==> config.mk <==
export PLATFORM = sky130hd
export DESIGN_NAME = axi_2_obi_core
export DESIGN_NICKNAME = d
export VERILOG_FILES = /design/src/rtl/axi_2_obi_pkg.sv /design/src/rtl/axi_2_obi_addr_gen.sv /design/src/rtl/axi_2_obi_core.sv
export SDC_FILE = /design/constraint.sdc
export NUM_CORES = 1
export LEC_CHECK = 0
export CAP_MARGIN = 20
export CORE_AREA = 4 4 149 151
export DETAILED_ROUTE_END_ITERATION = 10
export DIE_AREA = 0 0 153 155
export DONT_BUFFER_PORTS = 1
export PLACE_DENSITY = 0.61
export SLEW_MARGIN = 20
export SYNTH_ARGS = -nofsm -noshare
export SYNTH_HDL_FRONTEND = slang
export SYNTH_SLANG_ARGS = --single-unit
==> constraint.sdc <==
create_clock -name clk_i -period 8.5 [get_ports clk_i]
set_input_delay 1.7 -clock clk_i [delete_from_list [all_inputs] [get_ports clk_i]]
set_output_delay 1.7 -clock clk_i [all_outputs]
set_load 0.005 [all_outputs]
==> src/rtl/axi_2_obi_pkg.sv <==
// rtl/axi_2_obi_pkg.sv - shared types and constants for the AXI4-to-OBI bridge
package axi_2_obi_pkg;

    localparam int AXI_IDW   = 4;
    localparam int AXI_ADDRW = 32;
    localparam int AXI_DATAW = 32;
    localparam int AXI_STRBW = AXI_DATAW / 8;

    typedef enum logic [1:0] {
        BURST_FIXED = 2'd0,
        BURST_INCR  = 2'd1,
        BURST_WRAP  = 2'd2
    } burst_e;

    localparam logic [1:0] RESP_OKAY   = 2'd0;
    localparam logic [1:0] RESP_SLVERR = 2'd2;

    typedef enum logic [2:0] {
        ST_IDLE,
        ST_RD_REQ,
        ST_RD_WAIT,
        ST_RD_RESP,
        ST_WR_DATA,
        ST_WR_REQ,
        ST_WR_WAIT,
        ST_WR_RESP
    } state_e;

    typedef struct packed {
        logic [AXI_IDW-1:0]   id;
        logic [AXI_ADDRW-1:0] addr;
        logic [7:0]           len;
        logic [2:0]           size;
        logic [1:0]           burst;
    } axi_ax_t;

    typedef struct packed {
        logic [AXI_DATAW-1:0] data;
        logic [AXI_STRBW-1:0] strb;
        logic                 last;
    } axi_w_t;

    typedef struct packed {
        logic [AXI_IDW-1:0] id;
        logic [1:0]         resp;
    } axi_b_t;

    typedef struct packed {
        logic [AXI_IDW-1:0]   id;
        logic [AXI_DATAW-1:0] data;
        logic [1:0]           resp;
        logic                 last;
    } axi_r_t;

    typedef struct packed {
        axi_ax_t aw;
        logic    aw_valid;
        axi_w_t  w;
        logic    w_valid;
        logic    b_ready;
        axi_ax_t ar;
        logic    ar_valid;
        logic    r_ready;
    } axi_req_s;

    typedef struct packed {
        logic   aw_ready;
        logic   ar_ready;
        logic   w_ready;
        logic   b_valid;
        axi_b_t b;
        logic   r_valid;
        axi_r_t r;
    } axi_resp_s;

endpackage

==> src/rtl/axi_2_obi_addr_gen.sv <==
// rtl/axi_2_obi_addr_gen.sv - next beat address for FIXED/INCR/WRAP bursts
module axi_2_obi_addr_gen
    import axi_2_obi_pkg::*;
#(
    parameter int ADDRW = 32,
    parameter int STRBW = 4
) (
    input  logic [ADDRW-1:0] addr,
    input  logic [2:0]       size,
    input  logic [7:0]       len,
    input  logic [1:0]       burst,
    output logic [ADDRW-1:0] next_addr
);

    // Beats wider than the bus are treated as full-width beats.
    localparam logic [2:0] MAX_SIZE = 3'($clog2(STRBW));

    logic [2:0]       eff_size;
    logic [ADDRW-1:0] step;
    logic [ADDRW-1:0] incr_addr;
    logic [ADDRW-1:0] wrap_bytes;
    logic [ADDRW-1:0] wrap_mask;
    logic             wrap_ok;

    // Compute the incremented address and, for legal wrap lengths, fold it into the wrap window.
    always_comb begin
        eff_size   = (size > MAX_SIZE) ? MAX_SIZE : size;
        step       = ADDRW'(1) << eff_size;
        incr_addr  = addr + step;
        wrap_bytes = (ADDRW'(len) + ADDRW'(1)) << eff_size;
        wrap_mask  = wrap_bytes - ADDRW'(1);
        wrap_ok    = (len == 8'd1) || (len == 8'd3) || (len == 8'd7) || (len == 8'd15);
        next_addr  = incr_addr;
        case (burst)
            BURST_FIXED: next_addr = addr;
            BURST_WRAP: begin
                if (wrap_ok) begin
                    next_addr = (addr & ~wrap_mask) | (incr_addr & wrap_mask);
                end
            end
            default: next_addr = incr_addr;
        endcase
    end

endmodule

==> src/rtl/axi_2_obi_core.sv <==
// rtl/axi_2_obi_core.sv - AXI4 subordinate to OBI manager bridge, one OBI transaction per beat
module axi_2_obi_core
    import axi_2_obi_pkg::*;
#(
    parameter int  OBI_ADDRW  = 32,
    parameter int  OBI_DATAW  = 32,
    parameter int  OBI_STRBW  = OBI_DATAW / 8,
    parameter type axi_req_t  = axi_req_s,
    parameter type axi_resp_t = axi_resp_s
) (
    input  logic                 clk_i,
    input  logic                 arst_ni,
    input  axi_req_t             axi_req_i,
    output axi_resp_t            axi_resp_o,
    output logic [OBI_ADDRW-1:0] addr_o,
    output logic                 we_o,
    output logic [OBI_DATAW-1:0] wdata_o,
    output logic [OBI_STRBW-1:0] be_o,
    output logic                 req_o,
    input  logic                 gnt_i,
    input  logic                 rvalid_i,
    input  logic [OBI_DATAW-1:0] rdata_i,
    input  logic                 err_i
);

    state_e               state_q;
    logic                 prio_q;      // 0: read wins a tie, 1: write wins a tie
    logic [AXI_IDW-1:0]   id_q;
    logic [OBI_ADDRW-1:0] addr_q;
    logic [7:0]           len_q;
    logic [2:0]           size_q;
    logic [1:0]           burst_q;
    logic [7:0]           beat_q;
    logic                 err_q;
    logic                 req_q;
    logic                 we_q;
    logic [OBI_STRBW-1:0] be_q;
    logic [OBI_DATAW-1:0] wdata_q;
    logic                 w_ready_q;
    logic                 r_valid_q;
    logic [OBI_DATAW-1:0] r_data_q;
    logic [1:0]           r_resp_q;
    logic                 r_last_q;
    logic                 b_valid_q;
    logic [1:0]           b_resp_q;

    logic                 idle;
    logic                 ar_sel;
    logic                 aw_sel;
    logic                 last_beat;
    logic [OBI_ADDRW-1:0] next_addr;
    axi_resp_s            resp;

    axi_2_obi_addr_gen #(
        .ADDRW (OBI_ADDRW),
        .STRBW (OBI_STRBW)
    ) u_addr_gen (
        .addr      (addr_q),
        .size      (size_q),
        .len       (len_q),
        .burst     (burst_q),
        .next_addr (next_addr)
    );

    assign idle      = (state_q == ST_IDLE);
    assign last_beat = (beat_q == len_q);

    // Channel selection in IDLE: a lone valid wins, a tie goes to the priority bit.
    always_comb begin
        ar_sel = axi_req_i.ar_valid && (!axi_req_i.aw_valid || !prio_q);
        aw_sel = axi_req_i.aw_valid && (!axi_req_i.ar_valid ||  prio_q);
    end

    // Main bridge FSM; every OBI and AXI valid output comes from a register here.
    always_ff @(posedge clk_i or negedge arst_ni) begin
        if (!arst_ni) begin
            state_q   <= ST_IDLE;
            prio_q    <= 1'b0;
            id_q      <= '0;
            addr_q    <= '0;
            len_q     <= '0;
            size_q    <= '0;
            burst_q   <= '0;
            beat_q    <= '0;
            err_q     <= 1'b0;
            req_q     <= 1'b0;
            we_q      <= 1'b0;
            be_q      <= '0;
            wdata_q   <= '0;
            w_ready_q <= 1'b0;
            r_valid_q <= 1'b0;
            r_data_q  <= '0;
            r_resp_q  <= RESP_OKAY;
            r_last_q  <= 1'b0;
            b_valid_q <= 1'b0;
            b_resp_q  <= RESP_OKAY;
        end else begin
            case (state_q)
                ST_IDLE: begin
                    if (ar_sel) begin
                        id_q    <= axi_req_i.ar.id;
                        addr_q  <= axi_req_i.ar.addr;
                        len_q   <= axi_req_i.ar.len;
                        size_q  <= axi_req_i.ar.size;
                        burst_q <= axi_req_i.ar.burst;
                        beat_q  <= '0;
                        err_q   <= 1'b0;
                        req_q   <= 1'b1;
                        we_q    <= 1'b0;
                        be_q    <= '1;
                        if (axi_req_i.aw_valid) prio_q <= ~prio_q;
                        state_q <= ST_RD_REQ;
                    end else if (aw_sel) begin
                        id_q      <= axi_req_i.aw.id;
                        addr_q    <= axi_req_i.aw.addr;
                        len_q     <= axi_req_i.aw.len;
                        size_q    <= axi_req_i.aw.size;
                        burst_q   <= axi_req_i.aw.burst;
                        beat_q    <= '0;
                        err_q     <= 1'b0;
                        w_ready_q <= 1'b1;
                        if (axi_req_i.ar_valid) prio_q <= ~prio_q;
                        state_q   <= ST_WR_DATA;
                    end
                end
                ST_RD_REQ: begin
                    if (gnt_i) begin
                        req_q   <= 1'b0;
                        state_q <= ST_RD_WAIT;
                    end
                end
                ST_RD_WAIT: begin
                    if (rvalid_i) begin
                        r_data_q  <= rdata_i;
                        r_resp_q  <= err_i ? RESP_SLVERR : RESP_OKAY;
                        r_last_q  <= last_beat;
                        r_valid_q <= 1'b1;
                        state_q   <= ST_RD_RESP;
                    end
                end
                ST_RD_RESP: begin
                    if (axi_req_i.r_ready) begin
                        r_valid_q <= 1'b0;
                        if (r_last_q) begin
                            state_q <= ST_IDLE;
                        end else begin
                            beat_q  <= beat_q + 8'd1;
                            addr_q  <= next_addr;
                            req_q   <= 1'b1;
                            we_q    <= 1'b0;
                            be_q    <= '1;
                            state_q <= ST_RD_REQ;
                        end
                    end
                end
                ST_WR_DATA: begin
                    if (axi_req_i.w_valid) begin
                        wdata_q   <= axi_req_i.w.data;
                        be_q      <= axi_req_i.w.strb;
                        we_q      <= 1'b1;
                        req_q     <= 1'b1;
                        w_ready_q <= 1'b0;
                        if (axi_req_i.w.last != last_beat) err_q <= 1'b1;
                        state_q   <= ST_WR_REQ;
                    end
                end
                ST_WR_REQ: begin
                    if (gnt_i) begin
                        req_q   <= 1'b0;
                        state_q <= ST_WR_WAIT;
                    end
                end
                ST_WR_WAIT: begin
                    if (rvalid_i) begin
                        if (err_i) err_q <= 1'b1;
                        if (last_beat) begin
                            b_valid_q <= 1'b1;
                            b_resp_q  <= (err_q || err_i) ? RESP_SLVERR : RESP_OKAY;
                            state_q   <= ST_WR_RESP;
                        end else begin
                            beat_q    <= beat_q + 8'd1;
                            addr_q    <= next_addr;
                            w_ready_q <= 1'b1;
                            state_q   <= ST_WR_DATA;
                        end
                    end
                end
                ST_WR_RESP: begin
                    if (axi_req_i.b_ready) begin
                        b_valid_q <= 1'b0;
                        state_q   <= ST_IDLE;
                    end
                end
                default: state_q <= ST_IDLE;
            endcase
        end
    end

    // Assemble the AXI response; address-channel readies are the only combinational outputs.
    always_comb begin
        resp          = '0;
        resp.ar_ready = idle && ar_sel;
        resp.aw_ready = idle && aw_sel;
        resp.w_ready  = w_ready_q;
        resp.b_valid  = b_valid_q;
        resp.b.id     = id_q;
        resp.b.resp   = b_resp_q;
        resp.r_valid  = r_valid_q;
        resp.r.id     = id_q;
        resp.r.data   = r_data_q;
        resp.r.resp   = r_resp_q;
        resp.r.last   = r_last_q;
    end

    assign axi_resp_o = resp;
    assign addr_o     = addr_q;
    assign we_o       = we_q;
    assign wdata_o    = wdata_q;
    assign be_o       = be_q;
    assign req_o      = req_q;

endmodule

# Yosys cells after proc, flatten, opt, wreduce, memory -nomap -nowiden
# Index checks and enable logic that the tools add are counted.
[word_totals]
elab_cells = 179
regBits = 140
inputBits = 177
out_inout_bits = 120
[op_classes]
eq_ne = 32
mux = 78
order_cmp = 1
n_reduce_logical = 37
n_bitwise = 5
shift = 2
n_addsub = 4
[ops]
columns = ["operator", "n"]
rows = [
  ["2-to-1 mux 32 bit", 7],
  ["one-hot mux 32 bit (3 select lines)", 1],
  ["AND 32 bit", 2],
  ["2-to-1 mux 8 bit", 8],
  ["one-hot mux 32 bit (2 select lines)", 1],
  ["2-to-1 mux 3 bit", 12],
  ["adder 32 bit", 1],
  ["inverter 32 bit", 1],
  ["OR 32 bit", 1],
  ["<< shifter 1 x 3 -> 32 bit (first input constant)", 1],
  ["<< shifter 32 x 3 -> 32 bit", 1],
  ["subtractor 32 x 1 -> 32 bit (second input constant)", 1],
  ["2-to-1 mux 1 bit", 29],
  ["!= test 2 bit (second input constant)", 14],
  ["2-to-1 mux 4 bit", 6],
  ["one-hot mux 3 bit (8 select lines)", 1],
  ["one-hot mux 8 bit (3 select lines)", 1],
  ["AND reduction 6 bit", 4],
  ["== test 3 bit (second input constant)", 4],
  ["one-hot mux 4 bit (3 select lines)", 1],
  ["2-to-1 mux 2 bit", 5],
  ["adder 8 x 1 -> 9 bit (second input constant)", 1],
  ["one-hot mux 1 bit (3 select lines)", 3],
  ["nonzero test 3 bit", 3],
  ["29 further kinds", 50],
]

# Longest topological paths before layout
[logic_depth]
depth_word = 12
depth_mapped = 14
depth_no_buf = 14

# Modules after synthesis
# A second synthesis with hierarchy kept.
[hier_totals]
hier_cells = 871
area_unflattened_um2 = 8394.3
[by_module_without_submodules]
columns = ["module", "cells_per_inst", "area_per_inst_um2", "seq_area_each_um2", "n_inst"]
rows = [
  ["axi_2_obi_core", 605, 6602.6, 3453.3, 1],
  ["axi_2_obi_addr_gen", 266, 1791.7, 0.0, 1],
]

# Worst setup path after synthesis
# OpenSTA, ideal clock, no wires.
[synth_path]
kind = "input port to output port"
startpoint = "input axi_req_i[1] in the netlist's numbering"
endpoint = "output axi_resp_o[49] in the netlist's numbering"
t_arrival_ns = 2.061
slack_ns = 4.739
t_required_ns = 6.800
cell_stages = 3
path_buffers = 0
path_cell_list = "inv_1 > o21ai_0 > nor2_1"
[synth_rtl]
columns = ["element", "line_no", "source"]
rows = [
  ["start, declared", "axi_2_obi_core.sv:13", "input axi_req_t axi_req_i,"],
  ["end, declared", "axi_2_obi_core.sv:14", "output axi_resp_t axi_resp_o,"],
]

==> impl_metrics.ini <==
[run_status]
run_status = finished clean

[setup_path]
critPathKind = input port to output port
arrival_ns = 2.75
crit_chain = nand2_1, nand2_2, nor2_1
critPathBufInv = 0
crit_fanout = 40
slowest_stage = nor2_1
cpPeakStageDelay_ns = 0.50
path_delay_family = simple AND/OR/NAND/NOR gates
crit_path_end_kind = output port
crit_path_start_kind = input port
worstPathRequired_ns = 6.80

[finish]
fin_util = 0.4280
fin_nets = 1039
diodes = 0
multi_input_area_sq_mm = 0.004418
seq_area_sq_mm = 0.003453
drive_gt1_frac = 0.1580
fillerInstances = 2057
syn_to_final_growth_pct = 8.633

[floorplan]
rows = 53
io_pins = 297
core_sq_mm = 0.02082
die_area_sq_mm = 0.02372
die_w_um = 153
initial_utilization = 0.3939
die_h_um = 155

[logic_synthesis]
ys.flop_type = dfrtp_1
yosys.area.top_type = dfrtp_1
yosysMostFrequentCell = nand2_1
yosysTopAreaCellShare = 0.4210
synth_edf_count = 0
syn_area_per_cell_sq_um = 9.321
synthArstFlopShare = 1.000
synth_area_sq_mm = 0.008203
synth_cells = 880
ys_ff_latch = 138
synthTopCellsByArea = dfrtp_1, mux2_2, nand2_1
synth_warnings = 0
synth_common_cells = nand2_1, dfrtp_1, nor2_1
seq_area_frac_synth = 0.4210
ys_types = 74

[timing]
worst_pin_slew_ns = 0.9778
max_freq_mhz = 224.8
setup-tns-final_ns = 0
finalSetupViolCount = 0
fin_crit_ns = 4.449
grt_setup_unrepaired = false
period_share = 0.5234
setup_ws_ns = 4.051
finalMaxSlewViolations = 0
worst_clock_skew_ns = 0.01215
relSlewSlack = 0.3466
hold_viol = 0
hold_ws_ns = 0.5235

[flow_run]
maxCapViolCount = 0

[clock_tree]
cts_tree = built
postCtsSetupBuffers = 0
numCtsBuffers = 17
cts-root-buf = clkbuf_16
cts_resized = 0
clk_pin_slew_ns = 0.07
clock_sinks = 138
insertion_delay_ns = 0.43
cts.path.max_buffers = 2
cts_hold_buf = 0
htree_levels = 4

[worst_hold_path]
min_path_type = flip-flop to flip-flop

[global_routing]
grt_max_degree = 139
grt_pass1_vias = 6269
antenna_found_initial = 0
grt_pass1_wl_mm = 35.92
grt-ovfl-total = 0
track_usage = 0.1903

[drt]
vias = 6500
drt_iter0_drc = 429
wl_per_cell_um = 20.27
first_pass_iters = 5
detail_route.vias_per_cell = 5.722
drt_wl_total_mm = 23.03
ant_nets = 0
drc_errors = 0

[place]
gp_congestion = 0.8548
numPortBuffers = 0
place_hpwl_mm = 16.99
dp_slack_ns = 4.021

[power_and_ir_drop]
peakVddDrop_mv = 0.1420
power_density_mw_per_mm2 = 407.8
p_leak_uw = 0.003770
p_total_uw = 3634
-- area by class of cell --
type,count,area share
Tap cell,275,0.03861
Sequential cell,138,0.3875
Clock buffer,17,0.04774
Multi-Input combinational cell,670,0.4958
Inverter,17,0.007161
Clock inverter,15,0.01980
Timing Repair Buffer,4,0.003370
-- worst reg2reg max path, delay by kind of cell, from the launching register on --
family	cells	cell delay, ns
fa+ha+maj	1	0.26
simple gates	5	2.10
compound gates	5	0.68
flops	1	0.47
buf+inv	1	0.39
-- placed cells by master, fill, tap and decap left out, types with 15 or more instances in the layout --
cell,count
nand2_1,139
a22o_1,18
nand3_1,19
mux2i_1,15
a21oi_1,35
a31oi_1,26
xor2_1,16
dfrtp_1,138
o21ai_0,42
mux2_2,69
clkbuf_16,17
inv_1,16
nor2_1,83
-- cells by family after synthesis --
kind of cell	share of synthesized area
compound gates	0.1811
xor+xnor	0.03401
fa+ha+maj	0.02227
buf+inv	0.04728
flops	0.4210
mux	0.1144
other cells	0.0009155
simple gates	0.1791
-- per-layer routing --
layer / GRT usage / vias to the layer above / wire length (um)
li1: - / 3089 / -
met1: 0.2307 / 3130 / 9339
met2: 0.3216 / 258 / 11320
met3: 0.06704 / 23 / 2026
met4: 0.05558 / 0 / 341
met5: 0 / - / 0
-- metrics by stage --
step | cell area (sq um) | instances
3_3_place_gp | 8309 | 1104
3_5_place_dp | 8309 | 1104
2_1_floorplan | 8225 | 886
4_1_cts | 8911 | 1136
5_1_grt | 8911 | 1136
6_report | 8911 | 1136
-- path summary, 6_finish.rpt --
kind,startpoint,endpoint,slack [ns],depth (start not counted)
min,err_q,err_q,0.52,2
max in group asynchronous,arst_ni,r_data_q[30],7.38,0
min in group asynchronous,arst_ni,id_q[1],0.96,0
max reg2reg,size_q[2],flip-flop,4.54,12
min reg2reg,err_q,err_q,0.52,2
max,axi_req_i[90],axi_resp_o[48],4.05,3
-- power breakdown --
group	switching [uW]	internal, uW
Combinational	830	672
Clock	349	398
Sequential	423	962
Total	1600	2030
Note: power is estimated with default switching activity, not from simulation.
